===== src/rtl/hazard_scoreboard.sv =====
`default_nettype none
// ============================================================================
// Module   : hazard_scoreboard
// Brief    : Per-register countdown scoreboard detecting RAW / load-use hazards
//            for a forwarding pipeline, with a saturating stall-cycle counter.
// Revision : 1.0 - initial release
// ============================================================================
module hazard_scoreboard #(
  parameter int REG_ADDR_W  = 4,
  parameter int LOAD_LAT    = 1,
  parameter int ALU_LAT     = 0,
  parameter int CNT_W       = 3,
  parameter int STALL_CNT_W = 16
) (
  input  logic                   clk,
  input  logic                   rst,
  input  logic                   id_valid,
  input  logic [REG_ADDR_W-1:0]  rn,
  input  logic [REG_ADDR_W-1:0]  rm,
  input  logic                   two_src,
  input  logic                   issue_wb,
  input  logic                   issue_mem_read,
  input  logic [REG_ADDR_W-1:0]  issue_dest,
  input  logic                   mem_stall,
  output logic                   hazard,
  output logic [STALL_CNT_W-1:0] stall_cycles
);

  localparam int NUM_REGS = 2**REG_ADDR_W;
  localparam logic [CNT_W-1:0] c_load_lat = CNT_W'(LOAD_LAT);
  localparam logic [CNT_W-1:0] c_alu_lat  = CNT_W'(ALU_LAT);

  logic [CNT_W-1:0]       r_cnt [NUM_REGS];
  logic [STALL_CNT_W-1:0] r_stall_cycles;

  logic                   w_rn_busy;
  logic                   w_rm_busy;
  logic                   w_hazard;
  logic                   w_issue;
  logic [CNT_W-1:0]       w_issue_lat;

  // The ID instruction's own destination is deliberately not compared:
  // only older, still-pending writers can block it.
  assign w_rn_busy   = (r_cnt[rn] != '0);
  assign w_rm_busy   = (r_cnt[rm] != '0);
  assign w_hazard    = id_valid & (w_rn_busy | (two_src & w_rm_busy));
  assign w_issue     = id_valid & issue_wb & ~w_hazard & ~mem_stall;
  assign w_issue_lat = issue_mem_read ? c_load_lat : c_alu_lat;

  // Youngest writer wins: a new issue overwrites any pending count, and a
  // zero latency clears the entry outright.
  always_ff @(posedge clk or posedge rst) begin
    if (rst) begin
      for (int i = 0; i < NUM_REGS; i++) begin
        r_cnt[i] <= '0;
      end
    end else if (!mem_stall) begin
      for (int i = 0; i < NUM_REGS; i++) begin
        if (w_issue && (issue_dest == REG_ADDR_W'(i))) begin
          r_cnt[i] <= w_issue_lat;
        end else if (r_cnt[i] != '0) begin
          r_cnt[i] <= r_cnt[i] - CNT_W'(1);
        end
      end
    end
  end

  always_ff @(posedge clk or posedge rst) begin
    if (rst) begin
      r_stall_cycles <= '0;
    end else if (!mem_stall && w_hazard && !(&r_stall_cycles)) begin
      r_stall_cycles <= r_stall_cycles + STALL_CNT_W'(1);
    end
  end

  assign hazard       = w_hazard;
  assign stall_cycles = r_stall_cycles;

endmodule
`default_nettype wire


===== config.mk =====
export PLATFORM = sky130hd
export DESIGN_NAME = hazard_scoreboard
export DESIGN_NICKNAME = d
export VERILOG_FILES = /design/src/rtl/hazard_scoreboard.sv
export SDC_FILE = /design/constraint.sdc
export NUM_CORES = 1
export LEC_CHECK = 0
export ABC_AREA = 1
export CORE_MARGIN = 2
export CORE_UTILIZATION = 31
export DETAILED_ROUTE_END_ITERATION = 8
export SETUP_SLACK_MARGIN = 0.3
export SKIP_CTS_REPAIR_TIMING = 1
export SLEW_MARGIN = 15
export SYNTH_ARGS = -nofsm -noshare
export SYNTH_HDL_FRONTEND = slang
export SYNTH_SLANG_ARGS = --single-unit

===== constraint.sdc =====
create_clock -name clk -period 2.9 [get_ports clk]
set_input_delay 0.58 -clock clk [delete_from_list [all_inputs] [get_ports clk]]
set_output_delay 0.58 -clock clk [all_outputs]
set_load 0.01 [all_outputs]

==> out/summary.txt, run 1 <==
Post-route clock period utilization -> 84.3%
# DRC -> 0
Die X -> 131 um
Synth top area share -> 31.9%
Yosys top cell by area -> dfrtp_1
Number of global-route vias before repair -> 4383
Cell variety after synth -> 31
CTS buffer count -> 9
Final WS setup -> 0.454 ns
Synth Instances -> 740
Tightest Pin Transition -> 0.697 ns
Layout Skew -> 0.00635 ns
Unrepaired setup endpoints after global routing -> no
Die area -> 17200 um2
DRT antenna net count -> 0
Pre-CTS setup slack -> -0.313 ns
Setup-failing EPs final -> 0
Data required, critical path -> 2.32 ns
Pleak -> 3.14 nW
Worst Setup End Kind -> output port
Status -> complete, no violations
Clk buf depth -> 2
Starting Density -> 31.6%
Sequential fraction of the synthesis area -> 31.9%
Max-Cap Viols -> 0
Initial antenna violation count -> 0
Latest clock arrival within the worst-skew pair -> 0.35 ns
Clock sink count -> 64
Fin. max-slew vios -> 0
Yosys reg bits -> 64
H-tree depth -> 3
Crit path DAT -> 1.87 ns
Placer Congestion -> 0.832
R2r setup slk -> 0.77 ns
Post-DP Area -> 5720 um2
WHS -> 0.469 ns
Vias -> 4565
Syn_area_per_cell -> 6.79 um2
Gr ovfl total -> 0
Pwr Total -> 5.48 mW
Area contributors post-synth -> dfrtp_1 (32%), nand2_1 (19%), inv_1 (11%), ha_1 (8.2%), nand4_1 (5.7%)
Total track usage -> 15.6%
Vias per inst -> 4.52
Dpl cells -> 995
Layout Utilization -> 38.1%
DR pass1 iterations -> 5
Max-slew headroom -> 53.4%
Core Region -> 15900 um2
Drt wl/cell -> 12.3 um
Final instance area -> 6060 um2
Pwr/cell area -> 905 nW/um2
Clock slew at reported path FFs -> 0.06 ns
Peak VDD IR -> 0.372 mV
Mapped cell area -> 5020 um2
Pin count of the biggest net entering global routing -> 65
Worst-path maximum fanout -> 7
Top_reg_cell synth -> dfrtp_1
CTS tree -> yes
Diodes inserted -> 0
Final WL -> 12.5 mm
Most common cell in the netlist -> nand2_1
First-pass GRT wire length -> 21.8 mm
Finished Layout Cells -> 1011
Area growth, synth to finish -> 20.5%
Tightest Hold Check Type -> reg -> reg
Fin Setup TNS -> 0 ns
Worst setup SP type -> input port
Number of synthesized flops with an enable pin -> 0
Fin crit period -> 2.45 ns
Die Y -> 131 um
Top cells by instance count after synthesis -> nand2_1 (257), inv_1 (144), dfrtp_1 (64)
YS warnings -> 0
Share of layout cells above drive strength 1 -> 7.92%
Final hold vios -> 0
Fillers -> 1730
Syn Nets -> 792
Row count -> 46
FFs w/ async S/R, synth -> 100%
Detail Placement HPWL -> 9.16 mm
Initial drt markers -> 276
I/O Pins -> 36
Port-buffer cells -> 35
Final-stage net count -> 842
Max frequency -> 409 MHz
Worst Setup Path Type -> in -> out
Clock root cell -> clkbuf_16
path summary, 6_finish.rpt:
path	startpoint	end	cells after the start
setup / recovery	rm[0]	hazard	9
hold / removal	r_cnt[44]	r_cnt[44]	2
setup reg to reg	r_cnt[22]	r_cnt[6]	13
hold reg to reg	r_cnt[44]	r_cnt[44]	2
max in group asynchronous	rst	r_cnt[2]	3
min in group asynchronous	rst	r_cnt[43]	3
final cells by class:
type / count / area, um2 / area share, %
clock buffer: 9 / 225 / 3.72
clock inverter: 7 / 96.3 / 1.59
inverter: 147 / 559 / 9.23
multi-input combinational: 512 / 2740 / 45.3
sequential: 64 / 1600 / 26.4
tap: 216 / 270 / 4.46
timing repair buffer: 56 / 561 / 9.25
flip-flops by register name (all words and copies together), names as in the netlist:
| name | flops |
|---|---|
| r_cnt | 48 |
| stall_cycles | 16 |
critical path, stage by stage:
cell            delay [ns]
dlymetal6s2s_1        0.28
buf_4                 0.22
nand2_1               0.06
nand3_1               0.07
nand3_1               0.07
nand3_1               0.11
nand3_4               0.10
a21oi_4               0.20
clkbuf_2              0.16
layout by cell type, fill, tap and decap left out, types with 3 or more instances in the layout:
cell / n
nand2_1: 257
inv_1: 141
dfrtp_1: 64
nor2_1: 58
nand3_1: 47
nand4_1: 46
ha_1: 33
clkdlybuf4s50_1: 29
a21oi_1: 17
buf_4: 16
o21ai_0: 10
nand4_4: 10
clkbuf_16: 9
xor2_1: 8
nor3_1: 6
o21ai_1: 5
dlymetal6s2s_1: 5
inv_4: 3
inv_2: 3
xnor2_1: 3
clkinvlp_4: 3
buf_12: 3
logic make-up after synthesis:
family | count (synthesis) | share of synthesized area (%)
and+or+nand+nor | 433 | 40.6
buffers and inverters | 164 | 13.5
DFF | 64 | 31.9
AOI/OAI and AO/OA | 35 | 3.86
adders and majority gates | 33 | 8.22
xor gates and xnor gates | 11 | 1.92
power by group:
| part | leakage (nW) | switching (mW) | total [mW] | internal, mW |
|---|---|---|---|---|
| Sequential | 0.799 | 0.338 | 1.65 | 1.31 |
| Combinational | 2.19 | 1.56 | 2.65 | 1.09 |
| Clock | 0.148 | 0.431 | 1.18 | 0.751 |
per-layer routing:
layer  vias up  GRT usage (%)  wire, um
li1       2423              -         -
met1      2056           21.6      6250
met2        71           24.0      5530
met3        15           3.78       497
met4         0           4.65       179
met5         -              0         0
Power figures use the tool's default switching activity.
==> run 2: changes to the inputs <==
clock period = 2.1 ns   (was 2.9 ns; I/O delays follow)
==> run 2 against run 1 <==
Net effect: via count up 11%; cell count rose by 7.4%; flip-flop and latch count unchanged; total power up 57%; critical endpoint unchanged; largest cell class unchanged.
==> out/summary.txt, run 2 (synthesized netlist as in run 1, its figures left out) <==
Status -> complete, no violations
Worst-path maximum fanout -> 4
Initial drt markers -> 272
Total track usage -> 15.7%
Max frequency -> 480 MHz
WHS -> 0.437 ns
Most frequent cells in the layout -> nand2_1 (215), inv_1 (133), buf_4 (77)
Post-route clock period utilization -> 99.2%
Data required, critical path -> 1.68 ns
Max-slew headroom -> 59.8%
Detail Placement HPWL -> 9.77 mm
Starting Density -> 31.6%
Fin crit period -> 2.08 ns
Number of global-route vias before repair -> 4647
Clk buf depth -> 2
Clock network power share -> 18.2%
Max-Cap Viols -> 0
Pleak -> 3.57 nW
Most flops, register -> r_cnt
Clock sink count -> 64
Vias -> 5073
Latest clock arrival within the worst-skew pair -> 0.35 ns
Diodes inserted -> 0
Multi-input gate area -> 3040 um2
Gr ovfl total -> 0
Core Region -> 15900 um2
Clock slew at reported path FFs -> 0.06 ns
Switching pwr -> 3.61 mW
Port-buffer cells -> 35
Initial antenna violation count -> 0
Die area -> 17200 um2
FF+latch area -> 1610 um2
Crit path DAT -> 1.66 ns
Setup-failing EPs final -> 0
# DRC -> 0
Placer Congestion -> 0.883
Pwr/cell area -> 1230 nW/um2
Worst setup SP type -> flop
Vias per inst -> 4.67
Final hold vios -> 0
CTS tree -> yes
Seq pwr share -> 26.5%
Area growth, synth to finish -> 39.3%
Net Sw Frac -> 41.9%
Die X -> 131 um
First-pass GRT wire length -> 22.1 mm
Worst Setup End Kind -> output port
Share of layout cells above drive strength 1 -> 25.5%
Commonest non-fill, non-tap cell in the layout -> nand2_1
Fillers -> 1635
Clock root cell -> clkbuf_16
Drt wl/cell -> 12.8 um
Worst Setup Path Type -> reg -> out
DR pass1 iterations -> 6
Final WL -> 13.9 mm
Tightest Pin Transition -> 0.603 ns
Layout Skew -> 0.00966 ns
Row count -> 46
Post-DP Area -> 6060 um2
I/O Pins -> 36
Unrepaired setup endpoints after global routing -> yes
Internal -> 5.01 mW
Final instance area -> 7000 um2
H-tree depth -> 3
Pin count of the biggest net entering global routing -> 49
Peak VDD IR -> 0.512 mV
Largest register FFs -> 48
DRT antenna net count -> 0
Fin. max-slew vios -> 0
Comb power frac -> 55.4%
Final-stage net count -> 917
Layout Utilization -> 44.1%
CTS buffer count -> 9
Tightest Hold Check Type -> in -> async
Die Y -> 131 um
[run 2: cell count changes in the layout (fill, tap and decap cells not counted), moves of 5 or more]
cell     change
buf_4       +61
inv_1        -8
inv_2        +7
nand2_1     -42
nand2_2     +40
nand3_1     -12
nand3_2     +12
nor2_1      -11
nor2_2      +10
o21ai_0      -8
o21ai_1      +5
[run 2: per-layer routing]
layer	up-vias	part of all wire [%]	global-route usage (%)	routed length (um)
li1	2572	-	-	-
met1	2376	47	20.9	6510
met2	107	47	25.3	6560
met3	18	4.5	3.94	630
met4	0	1.6	4.89	222
met5	-	0	0	0
[run 2: final timing paths]
| kind | start | endpoint | slack [ns] | cells after the start |
|---|---|---|---|---|
| worst min-delay path | rst | stall_cycles[4] | 0.44 | 2 |
| min in group clk | r_cnt[29] | r_cnt[29] | 0.47 | 2 |
| max in group asynchronous | rst | r_cnt[19] | 1.18 | 3 |
| worst max-delay path | r_cnt[10] | hazard | 0.02 | 9 |
| worst max register to register | r_cnt[43] | r_cnt[12] | 0.13 | 15 |
| worst min register to register | r_cnt[29] | r_cnt[29] | 0.47 | 2 |
[run 2: layout make-up]
| cell class | instances | share of cell area, % |
|---|---|---|
| timing repair buffer | 127 | 17.0 |
| inverter | 147 | 8.19 |
| tap | 216 | 3.86 |
| sequential | 64 | 23.0 |
| multi-input combinational | 515 | 43.4 |
| clock inverter | 4 | 0.751 |
| timing repair inverter | 1 | 0.161 |
| clock buffer | 12 | 3.66 |
[run 2: worst max-delay path: stages (launching register included)]
cell and delay, ns:
dfrtp_1 0.41, o21ai_1 0.10, nand3_1 0.09, nand2_1 0.06, nand2_1 0.06, nand2_1 0.06, nand2_2 0.07, nand3_4 0.10
a21oi_4 0.23, buf_6 0.13
[run 2: power groups by stage]
stage / sequential (mW) / clock [mW] / combinational (mW)
floorplan: 2.20 / 0 / 2.78
global placement: 2.23 / 0 / 4.13
detailed placement: 2.23 / 0 / 4.20
CTS: 2.22 / 1.61 / 4.22
global route: 2.35 / 1.67 / 5.48
finish: 2.28 / 1.57 / 4.77
[run 2: stage by stage]
stage	setup TNS (ns)	setup WS, ns	std cells	total power [mW]
after global routing	-0.0575	-0.0539	1086	9.49
after global placement	-37.24	-0.770	1040	6.36
after detailed placement	-38.67	-0.772	1040	6.42
after floorplan	0	0.304	740	4.98
final	0	0.0174	1086	8.62
after CTS	-15.54	-0.775	1056	8.05
==> run 3: changes to the inputs <==
DONT_BUFFER_PORTS = 1   (was unset)
==> run 3 against run 2 <==
Net effect: the run now ends with negative hold slack, negative setup slack left; utilization fell by 6.6 points; setup slack got worse by 0.019 ns; sequential share of layout area rose by 4.0 points; non-clock buffer count fell by 92.
==> out/summary.txt, run 3 (synthesized netlist as in run 1, its figures left out) <==
I/O Pins -> 36
Detail Placement HPWL -> 8.92 mm
Worst Setup Path Type -> reg -> out
Drt wl/cell -> 12.8 um
Final-stage net count -> 825
DR pass1 iterations -> 4
Max-Cap Viols -> 0
Crit-path cells -> inv_1 -> nand3_2 -> nand2_1 -> nand3_1 -> nand3_2 -> nand3_2 -> nand3_4 -> a21oi_4 -> buf_6
Unrepaired setup endpoints after global routing -> yes
Share of layout cells above drive strength 1 -> 13.6%
Comb power frac -> 48.5%
CTS tree -> yes
Largest register FFs -> 48
Fillers -> 1739
Final hold vios -> 8
Most flops, register -> r_cnt
Max frequency -> 476 MHz
Starting Density -> 31.6%
Data required, critical path -> 1.68 ns
Vias -> 4585
Final instance area -> 5950 um2
Total track usage -> 14.7%
Dpl cells -> 949
Pin count of the biggest net entering global routing -> 49
Clock network power share -> 20.5%
Core Region -> 15900 um2
First-pass GRT wire length -> 20.4 mm
WHS -> -0.0137 ns
Most common cell on crit path -> nand3_2
Worst-path maximum fanout -> 4
Worst R2R Start -> r_cnt[36]
Worst setup SP type -> flop
R2R cell count -> 14
Violated checks -> negative hold slack, negative setup slack
Pleak -> 3.05 nW
Area growth, synth to finish -> 18.5%
Post-route clock period utilization -> 100%
# DRC -> 0
Vias per inst -> 4.61
CTS buffer count -> 9
DRT antenna net count -> 0
Net Sw Frac -> 43.2%
Pwr/cell area -> 1260 nW/um2
Slowest CP cell -> dfrtp_1
Internal -> 4.25 mW
Cell family with most CP delay -> simple AND/OR/NAND/NOR gates
Most frequent cells in the layout -> nand2_1 (249), inv_1 (143), dfrtp_1 (63)
Die Y -> 131 um
Switching pwr -> 3.24 mW
Status -> complete, but fails checks
R2r setup slk -> 0.06 ns
Diodes inserted -> 0
Fin. max-slew vios -> 0
Number of global-route vias before repair -> 4252
Commonest non-fill, non-tap cell in the layout -> nand2_1
Crit path DAT -> 1.68 ns
Fin crit period -> 2.10 ns
Clk buf depth -> 2
CP max stage delay -> 0.36 ns
Seq pwr share -> 31.0%
Die area -> 17200 um2
Port-buffer cells -> 0
Latest clock arrival within the worst-skew pair -> 0.35 ns
Placer Congestion -> 0.792
Die X -> 131 um
Final WS setup -> -0.00132 ns
Worst Setup End Kind -> output port
Clock root cell -> clkbuf_16
Initial antenna violation count -> 0
H-tree depth -> 3
Multi-input gate area -> 2890 um2
Worst Path Buf+Inv -> 2
Setup-failing EPs final -> 1
FF+latch area -> 1600 um2
Tightest Hold Check Type -> in -> async
Final WL -> 12.7 mm
Row count -> 46
Post-DP Area -> 5290 um2
Clock slew at reported path FFs -> 0.06 ns
Layout Skew -> 0.00926 ns
Peak VDD IR -> 0.488 mV
Tightest Pin Transition -> 0.554 ns
Clock sink count -> 64
RR Endpoint -> r_cnt[0]
Gr ovfl total -> 0
Finished Layout Cells -> 994
Max-slew headroom -> 63.0%
Initial drt markers -> 236
-- run 3: cell types whose count changed in the layout (fill, tap and decap cells not counted), moves of 6 or more --
cell             previous run  this run
nand2_2                    41        10
buf_4                      77        30
clkdlybuf4s50_1            27         0
inv_2                      10         1
dlymetal6s2s_1              6         0
inv_1                     133       143
nand2_1                   215       249
-- run 3: worst max path at each step --
stage               from               end  slack, ns  cells past startpoint
6_report       r_cnt[36]            hazard     -0.001                      9
5_1_grt        r_cnt[17]          r_cnt[1]      -0.11                     14
3_3_place_gp       rm[0]  stall_cycles[10]       0.05                     12
4_1_cts        r_cnt[45]            hazard      -0.22                      9
3_5_place_dp       rn[0]         r_cnt[14]       0.07                     12
2_1_floorplan  mem_stall         r_cnt[18]       0.30                     10
-- run 3: final cells by class --
class                           instances  share of cell area, %
Timing Repair Buffer                   35                   5.17
Clock buffer                           10                   4.01
Multi-Input combinational cell        515                   48.5
Clock inverter                          6                   1.16
Timing Repair inverter                  1                  0.147
Sequential cell                        64                   26.9
Tap cell                              216                   4.54
Inverter                              147                   9.50
-- run 3: through the flow --
step	utilization (%)	power (mW)	setup TNS, ns	worst slack [ns]	hold slack [ns]
after floorplan	-	4.98	0	0.304	0.442
after global placement	33.3	5.62	0	0.0460	0.381
after detailed placement	33.3	5.69	0	0.0654	0.378
after CTS	35.2	7.29	-0.219	-0.219	0.00198
after global routing	37.5	8.32	-1.03	-0.109	0.0150
final	37.5	7.49	-0.00132	-0.00132	-0.0137
-- run 3: layer usage --
layer / up-vias / track usage (%) / share of wire (%)
met4: 0 / 3.26 / 1.0
met5: - / 0 / 0
met3: 15 / 5.90 / 6.9
li1: 2399 / - / -
met2: 81 / 24.0 / 45
met1: 2090 / 18.2 / 47
-- run 3: power by group through the flow --
stage / clock [mW] / sequential [mW] / combinational (mW)
after detailed placement: 0 / 2.32 / 3.37
after CTS: 1.59 / 2.31 / 3.39
final: 1.54 / 2.32 / 3.63
after floorplan: 0 / 2.20 / 2.78
after global routing: 1.65 / 2.41 / 4.26
after global placement: 0 / 2.32 / 3.30
